===== src/rtl/fec_dec_sched.sv =====
// Round-robin scheduler that shares one FEC block decoder among NREQ requesters.
// Optional watchdog with post-timeout FLUSH enabled by defining FEC_SCHED_WDT_EN.
module fec_dec_sched #(
  parameter  int NREQ      = 2,
  parameter  int WIDTH     = 4,
  parameter  int DEPTH     = 4,
  parameter  int TO_CYCLES = 32,
  localparam int IDW       = (NREQ > 1) ? $clog2(NREQ) : 1,
  localparam int BW        = WIDTH * DEPTH
) (
  input  logic                           clk,
  input  logic                           rst_n,
  input  logic [NREQ-1:0]                req_valid_i,
  output logic [NREQ-1:0]                req_ready_o,
  input  logic [NREQ-1:0][BW-1:0]        req_data_i,
  input  logic [NREQ-1:0][DEPTH-1:0]     req_rowp_i,
  input  logic [NREQ-1:0][WIDTH-1:0]     req_colp_i,
  output logic                           dec_start_o,
  output logic [BW-1:0]                  dec_data_o,
  output logic [DEPTH-1:0]               dec_rowp_o,
  output logic [WIDTH-1:0]               dec_colp_o,
  input  logic                           dec_done_i,
  input  logic                           dec_err_det_i,
  input  logic                           dec_err_cor_i,
  input  logic [BW-1:0]                  dec_data_corr_i,
  output logic                           rsp_valid_o,
  input  logic                           rsp_ready_i,
  output logic [IDW-1:0]                 rsp_id_o,
  output logic [BW-1:0]                  rsp_data_o,
  output logic                           rsp_err_det_o,
  output logic                           rsp_err_cor_o,
  output logic                           rsp_timeout_o,
  output logic [15:0]                    cnt_corr_o,
  output logic [15:0]                    cnt_uncorr_o
);

  typedef enum logic [2:0] {IDLE, LAUNCH, WAIT, RESP, FLUSH} state_e;
  state_e state_q, state_d;

  logic [IDW-1:0]   last_grant_q, gnt_idx, k;
  logic             gnt_vld;
  logic [BW-1:0]    op_data_q, rsp_data_q;
  logic [DEPTH-1:0] op_rowp_q;
  logic [WIDTH-1:0] op_colp_q;
  logic [IDW-1:0]   rsp_id_q;
  logic             rsp_det_q, rsp_cor_q;
  logic [15:0]      cnt_corr_q, cnt_uncorr_q;
  logic             accept;

`ifdef FEC_SCHED_WDT_EN
  localparam int WDW = $clog2(TO_CYCLES + 1);
  localparam logic [WDW-1:0] WDT_LAST = WDW'(TO_CYCLES - 1);
  logic [WDW-1:0] wdt_q, wdt_d;
  logic           rsp_to_q;
  assign rsp_timeout_o = rsp_to_q;
`else
  assign rsp_timeout_o = 1'b0;
`endif

  // Descending scan so the last hit is the nearest requester after last_grant.
  always_comb begin
    gnt_vld = 1'b0;
    gnt_idx = '0;
    k       = '0;
    for (int i = NREQ; i >= 1; i--) begin
      k = IDW'((int'(last_grant_q) + i) % NREQ);
      if (req_valid_i[k]) begin
        gnt_vld = 1'b1;
        gnt_idx = k;
      end
    end
  end

  always_comb begin
    req_ready_o = '0;
    if (rst_n && state_q == IDLE && gnt_vld) req_ready_o[gnt_idx] = 1'b1;
  end

  assign accept = (state_q == RESP) && rsp_ready_i;

  always_ff @(posedge clk or negedge rst_n) begin
    if (!rst_n) state_q <= IDLE;
    else        state_q <= state_d;
  end

  always_comb begin
    state_d     = state_q;
    dec_start_o = 1'b0;
    rsp_valid_o = 1'b0;
`ifdef FEC_SCHED_WDT_EN
    wdt_d       = '0;
`endif
    case (state_q)
      IDLE:   if (gnt_vld) state_d = LAUNCH;
      LAUNCH: begin
        dec_start_o = 1'b1;
        state_d     = WAIT;
      end
      WAIT: begin
        if (dec_done_i) state_d = RESP;
`ifdef FEC_SCHED_WDT_EN
        else if (wdt_q == WDT_LAST) state_d = RESP;
        else wdt_d = wdt_q + 1'b1;
`endif
      end
      RESP: begin
        rsp_valid_o = 1'b1;
`ifdef FEC_SCHED_WDT_EN
        if (rsp_ready_i) state_d = rsp_to_q ? FLUSH : IDLE;
`else
        if (rsp_ready_i) state_d = IDLE;
`endif
      end
      FLUSH: begin
`ifdef FEC_SCHED_WDT_EN
        // Swallow the late done of the abandoned block before re-arbitrating.
        if (dec_done_i || wdt_q == WDT_LAST) state_d = IDLE;
        else wdt_d = wdt_q + 1'b1;
`else
        state_d = IDLE;
`endif
      end
      default: state_d = IDLE;
    endcase
  end

  always_ff @(posedge clk or negedge rst_n) begin
    if (!rst_n) begin
      last_grant_q <= IDW'(NREQ - 1);
      op_data_q    <= '0;
      op_rowp_q    <= '0;
      op_colp_q    <= '0;
      rsp_id_q     <= '0;
      rsp_data_q   <= '0;
      rsp_det_q    <= 1'b0;
      rsp_cor_q    <= 1'b0;
      cnt_corr_q   <= '0;
      cnt_uncorr_q <= '0;
`ifdef FEC_SCHED_WDT_EN
      wdt_q        <= '0;
      rsp_to_q     <= 1'b0;
`endif
    end else begin
`ifdef FEC_SCHED_WDT_EN
      wdt_q <= wdt_d;
`endif
      if (state_q == IDLE && gnt_vld) begin
        op_data_q    <= req_data_i[gnt_idx];
        op_rowp_q    <= req_rowp_i[gnt_idx];
        op_colp_q    <= req_colp_i[gnt_idx];
        rsp_id_q     <= gnt_idx;
        last_grant_q <= gnt_idx;
      end
      if (state_q == WAIT && dec_done_i) begin
        rsp_data_q <= dec_data_corr_i;
        rsp_det_q  <= dec_err_det_i;
        rsp_cor_q  <= dec_err_cor_i;
`ifdef FEC_SCHED_WDT_EN
        rsp_to_q   <= 1'b0;
      end else if (state_q == WAIT && wdt_q == WDT_LAST) begin
        rsp_data_q <= op_data_q;
        rsp_det_q  <= 1'b1;
        rsp_cor_q  <= 1'b0;
        rsp_to_q   <= 1'b1;
`endif
      end
      if (accept) begin
        if (rsp_det_q && rsp_cor_q && cnt_corr_q != 16'hFFFF)
          cnt_corr_q <= cnt_corr_q + 16'd1;
        if (((rsp_det_q && !rsp_cor_q) || rsp_timeout_o) && cnt_uncorr_q != 16'hFFFF)
          cnt_uncorr_q <= cnt_uncorr_q + 16'd1;
      end
    end
  end

  assign dec_data_o    = op_data_q;
  assign dec_rowp_o    = op_rowp_q;
  assign dec_colp_o    = op_colp_q;
  assign rsp_id_o      = rsp_id_q;
  assign rsp_data_o    = rsp_data_q;
  assign rsp_err_det_o = rsp_det_q;
  assign rsp_err_cor_o = rsp_cor_q;
  assign cnt_corr_o    = cnt_corr_q;
  assign cnt_uncorr_o  = cnt_uncorr_q;

endmodule


===== config.mk =====
export PLATFORM = sky130hd
export DESIGN_NAME = fec_dec_sched
export DESIGN_NICKNAME = d
export VERILOG_FILES = /design/src/rtl/fec_dec_sched.sv
export SDC_FILE = /design/constraint.sdc
export NUM_CORES = 1
export LEC_CHECK = 0
export CAP_MARGIN = 20
export CORE_MARGIN = 1
export CORE_UTILIZATION = 46
export DETAILED_ROUTE_END_ITERATION = 10
export PLACE_DENSITY = 0.95
export SYNTH_ARGS = -nofsm -noshare
export SYNTH_HDL_FRONTEND = slang
export SYNTH_SLANG_ARGS = --single-unit

===== constraint.sdc =====
create_clock -name clk -period 3.4 [get_ports clk]
set_input_delay 0.34 -clock clk [delete_from_list [all_inputs] [get_ports clk]]
set_output_delay 0.34 -clock clk [all_outputs]
set_load 0.01 [all_outputs]

==> impl_metrics.env <==
export IMPL_syn_nets=395
export IMPL_critical_path_top_delay_family="buffers and inverters"
export IMPL_cts_reportedPaths_clkPinSlew_ns=0.07
export IMPL_final_hold_violation_count=0
export IMPL_asyncSetResetFlopFracSynth=1.00
export IMPL_effective_utilization_at_floorplan=0.472
export IMPL_timing_critical_path_slowest_stage_cell="sky130_fd_sc_hd__clkdlybuf4s50_1"
export IMPL_maxSlewHeadroom=0.484
export IMPL_synthFlopType="sky130_fd_sc_hd__dfrtp_1"
export IMPL_number_of_drc_markers_in_iteration_0=72
export IMPL_synth_cell_area_um2=3630
export IMPL_htreeDepth=3
export IMPL_layout_common_cells="sky130_fd_sc_hd__clkdlybuf4s50_1, sky130_fd_sc_hd__dfrtp_1, sky130_fd_sc_hd__nand2_1"
export IMPL_clock_fmax_mhz=401
export IMPL_crit_path_cell_trace="inv_1, ha_1, o21ai_2, nor3b_1, clkdlybuf4s50_1"
export IMPL_skew_ns=0.0120
export IMPL_drt_vias_per_instance=5.32
export IMPL_pwr_share_seq=0.406
export IMPL_routed_wire_per_std_cell_um=15.1
export IMPL_worst_hold_check_slack_ns=0.414
export IMPL_placed_area_um2=5240
export IMPL_drt_first_pass_iters=4
export IMPL_pwr_density_cell_nw_per_um2=656
export IMPL_power_report_internal_total_mw=2.39
export IMPL_timing_worst_slew_pin_value_ns=0.774
export IMPL_post_synth_num_cell_types=45
export IMPL_groute_usage_overall=0.218
export IMPL_post_synth_main_area_contributors="sky130_fd_sc_hd__dfrtp_1, sky130_fd_sc_hd__mux2i_1, sky130_fd_sc_hd__mux2_2"
export IMPL_endpoint_kind="primary output"
export IMPL_clk_latency_ns=0.35
export IMPL_yosys_warnings=0
export IMPL_via_count=3063
export IMPL_die_x_um=90.9
export IMPL_number_of_buffers_added_on_ports=150
export IMPL_max_clock_path_buffers=2
export IMPL_worstSetupPathType="reg -> out"
export IMPL_finish_instance_area_um2=5430
export IMPL_drt_drc_violations_left=0
export IMPL_areaGrowthSynthToFinish_pct=49.4
export IMPL_post_synth_inst_count=317
export IMPL_ys_ff_latch=78
export IMPL_run_status="complete, no violations"
export IMPL_nNetsFinal=548
export IMPL_cts_tree="built"
export IMPL_timing_critical_path_buf_inv=2
export IMPL_totalWireLength_mm=8.69
export IMPL_grt_setup_unrepaired="no"
export IMPL_design_portCount=152
export IMPL_ant_nets=0
export IMPL_comb_power_share=0.420
export IMPL_grt_first_pass_wirelength_mm=14.2
export IMPL_final_common_cell="sky130_fd_sc_hd__clkdlybuf4s50_1"
export IMPL_resize_count_post_cts=0
export IMPL_min_period_over_period=0.733
export IMPL_critical_path_arrival_ns=2.15
export IMPL_synth_largest_area_cell="sky130_fd_sc_hd__dfrtp_1"
export IMPL_utilization=0.706
export IMPL_timing_critical_path_from_type="register"
export IMPL_core_region_area_um2=7690
export IMPL_synth_seq_area_share=0.538
export IMPL_synth_edff_count=0
export IMPL_final_period_minus_worst_setup_slack_ns=2.49
export IMPL_fp_dieH_um=90.9
export IMPL_tritoncts_num_buffers=9
export IMPL_largest_net_degree_at_the_start_of_global_routing=63
export IMPL_p_sw_mw=1.16
export IMPL_fraction_of_layout_instances_using_a_drive_strength_above_1=0.116
export IMPL_total_leakage_power_nw=2.32
export IMPL_synth_area_per_cell_um2=11.5
export IMPL_netlist_area_leader_share=0.530
export IMPL_antenna_cells_inserted=0
export IMPL_p_sw_frac=0.327
export IMPL_die_area_um2=8260
export IMPL_cp_data_required_time_ns=3.06
export IMPL_drv_cap=0
export IMPL_detailedPlacementHpwl_mm=6.60
export IMPL_setup_violations=0
export IMPL_rows=32
export IMPL_number_of_antenna_violations_at_the_first_check_in_global_routing=0
export IMPL_min_delay_worst_type="in -> async"
export IMPL_globalRoute_totalOverflow=0
export IMPL_irDropWorstVdd_mv=0.421
export IMPL_final_max_slew_violation_count=0
export IMPL_cpPeakStageDelay_ns=0.60
export IMPL_clock_tree_root_cell="sky130_fd_sc_hd__clkbuf_8"
export IMPL_finalWeightedCongestion=0.855
export IMPL_cts_sinks=78
export IMPL_finalSetupTns_ns=0
export IMPL_critical_path_peak_fanout=7
export IMPL_clock_power_share=0.175
export IMPL_vias_in_the_first_global_route=3035
## layer usage
metal	track usage	vias up	routed length (µm)
li1	-	1446	-
met1	0.258	1477	3560
met2	0.384	126	4560
met3	0.0505	14	456
met4	0.0807	0	121
met5	0	-	0
## synthesized netlist by cell type (2+ instances only)
master and number:
sky130_fd_sc_hd__dfrtp_1 77, sky130_fd_sc_hd__nand2_1 31, sky130_fd_sc_hd__o21ai_0 25, sky130_fd_sc_hd__mux2i_1 24, sky130_fd_sc_hd__mux2_2 21, sky130_fd_sc_hd__nand4_1 12, sky130_fd_sc_hd__xnor2_1 12, sky130_fd_sc_hd__nand3_1 10
sky130_fd_sc_hd__nor2_1 10, sky130_fd_sc_hd__xor2_1 10, sky130_fd_sc_hd__nor3_1 9, sky130_fd_sc_hd__a21oi_1 7, sky130_fd_sc_hd__clkbuf_1 7, sky130_fd_sc_hd__inv_1 7, sky130_fd_sc_hd__ha_1 6, sky130_fd_sc_hd__and3_1 5
sky130_fd_sc_hd__a31oi_1 4, sky130_fd_sc_hd__buf_2 4, sky130_fd_sc_hd__nand4_2 3, sky130_fd_sc_hd__o21a_1 3, sky130_fd_sc_hd__a22o_1 2, sky130_fd_sc_hd__and4_1 2, sky130_fd_sc_hd__nor3b_2 2, sky130_fd_sc_hd__nor4_1 2
sky130_fd_sc_hd__o211ai_1 2
## stage by stage
stage                     setup WS (ns)  cells  power, mW
after floorplan                    1.57    317       2.10
after global placement             1.01    560       2.88
after detailed placement          0.989    560       2.96
after CTS                         0.831    576       3.59
after global routing              0.784    576       3.77
final                             0.908    576       3.56
## power by group through the flow
stage / Clock [mW] / Sequential, mW / Combinational (mW)
floorplan: 0 / 1.56 / 0.544
global placement: 0 / 1.43 / 1.45
detailed placement: 0 / 1.46 / 1.51
CTS: 0.639 / 1.44 / 1.51
global route: 0.675 / 1.48 / 1.61
finish: 0.622 / 1.44 / 1.49
## final timing paths
path                           startpoint              to  slack (ns)  cells after the start
setup / recovery               state_q[0]  req_ready_o[0]        0.91                      5
hold / removal                      rst_n   dec_data_o[7]        0.41                      2
setup reg to reg               state_q[1]  cnt_corr_o[11]        1.46                      5
hold reg to reg            dec_data_o[13]  dec_data_o[13]        0.48                      2
max in group asynchronous           rst_n  rsp_data_o[15]        1.94                      3
min in group clk           dec_data_o[13]  dec_data_o[13]        0.48                      2
## logic make-up (layout without fill, tap and decap cells)
family,after synthesis,after routing,share of synthesized area
buf+inv,19,176,0.0220
other cells,1,1,0.00103
flops,78,78,0.538
compound gates,48,48,0.0785
simple gates,97,97,0.152
xor+xnor,22,22,0.0530
fa+ha+maj,6,6,0.0207
mux,46,46,0.135
## registers in the layout (all words and copies together) (netlist names)
signal and count:
rsp_id_o 1, rsp_data_o 16, dec_rowp_o 4, dec_colp_o 4
cnt_corr_o 16, state_q 2, last_grant_q 1, rsp_err_cor_o 1
rsp_err_det_o 1, cnt_uncorr_o 16, dec_data_o 16
## repair_timing
action,CTS,global route
hold buffers,1,0
endpoints found under the hold margin,15,0
buffers inserted,0,0
## final cells by class
type	count	area, µm²
Inverter	7	26.3
Tap cell	102	128
Clock buffer	11	151
Timing Repair Buffer	154	1530
Sequential cell	78	1950
Clock inverter	4	22.5
Fill cell	558	2260
Multi-Input combinational cell	220	1610
Power figures use the tool's default switching activity.
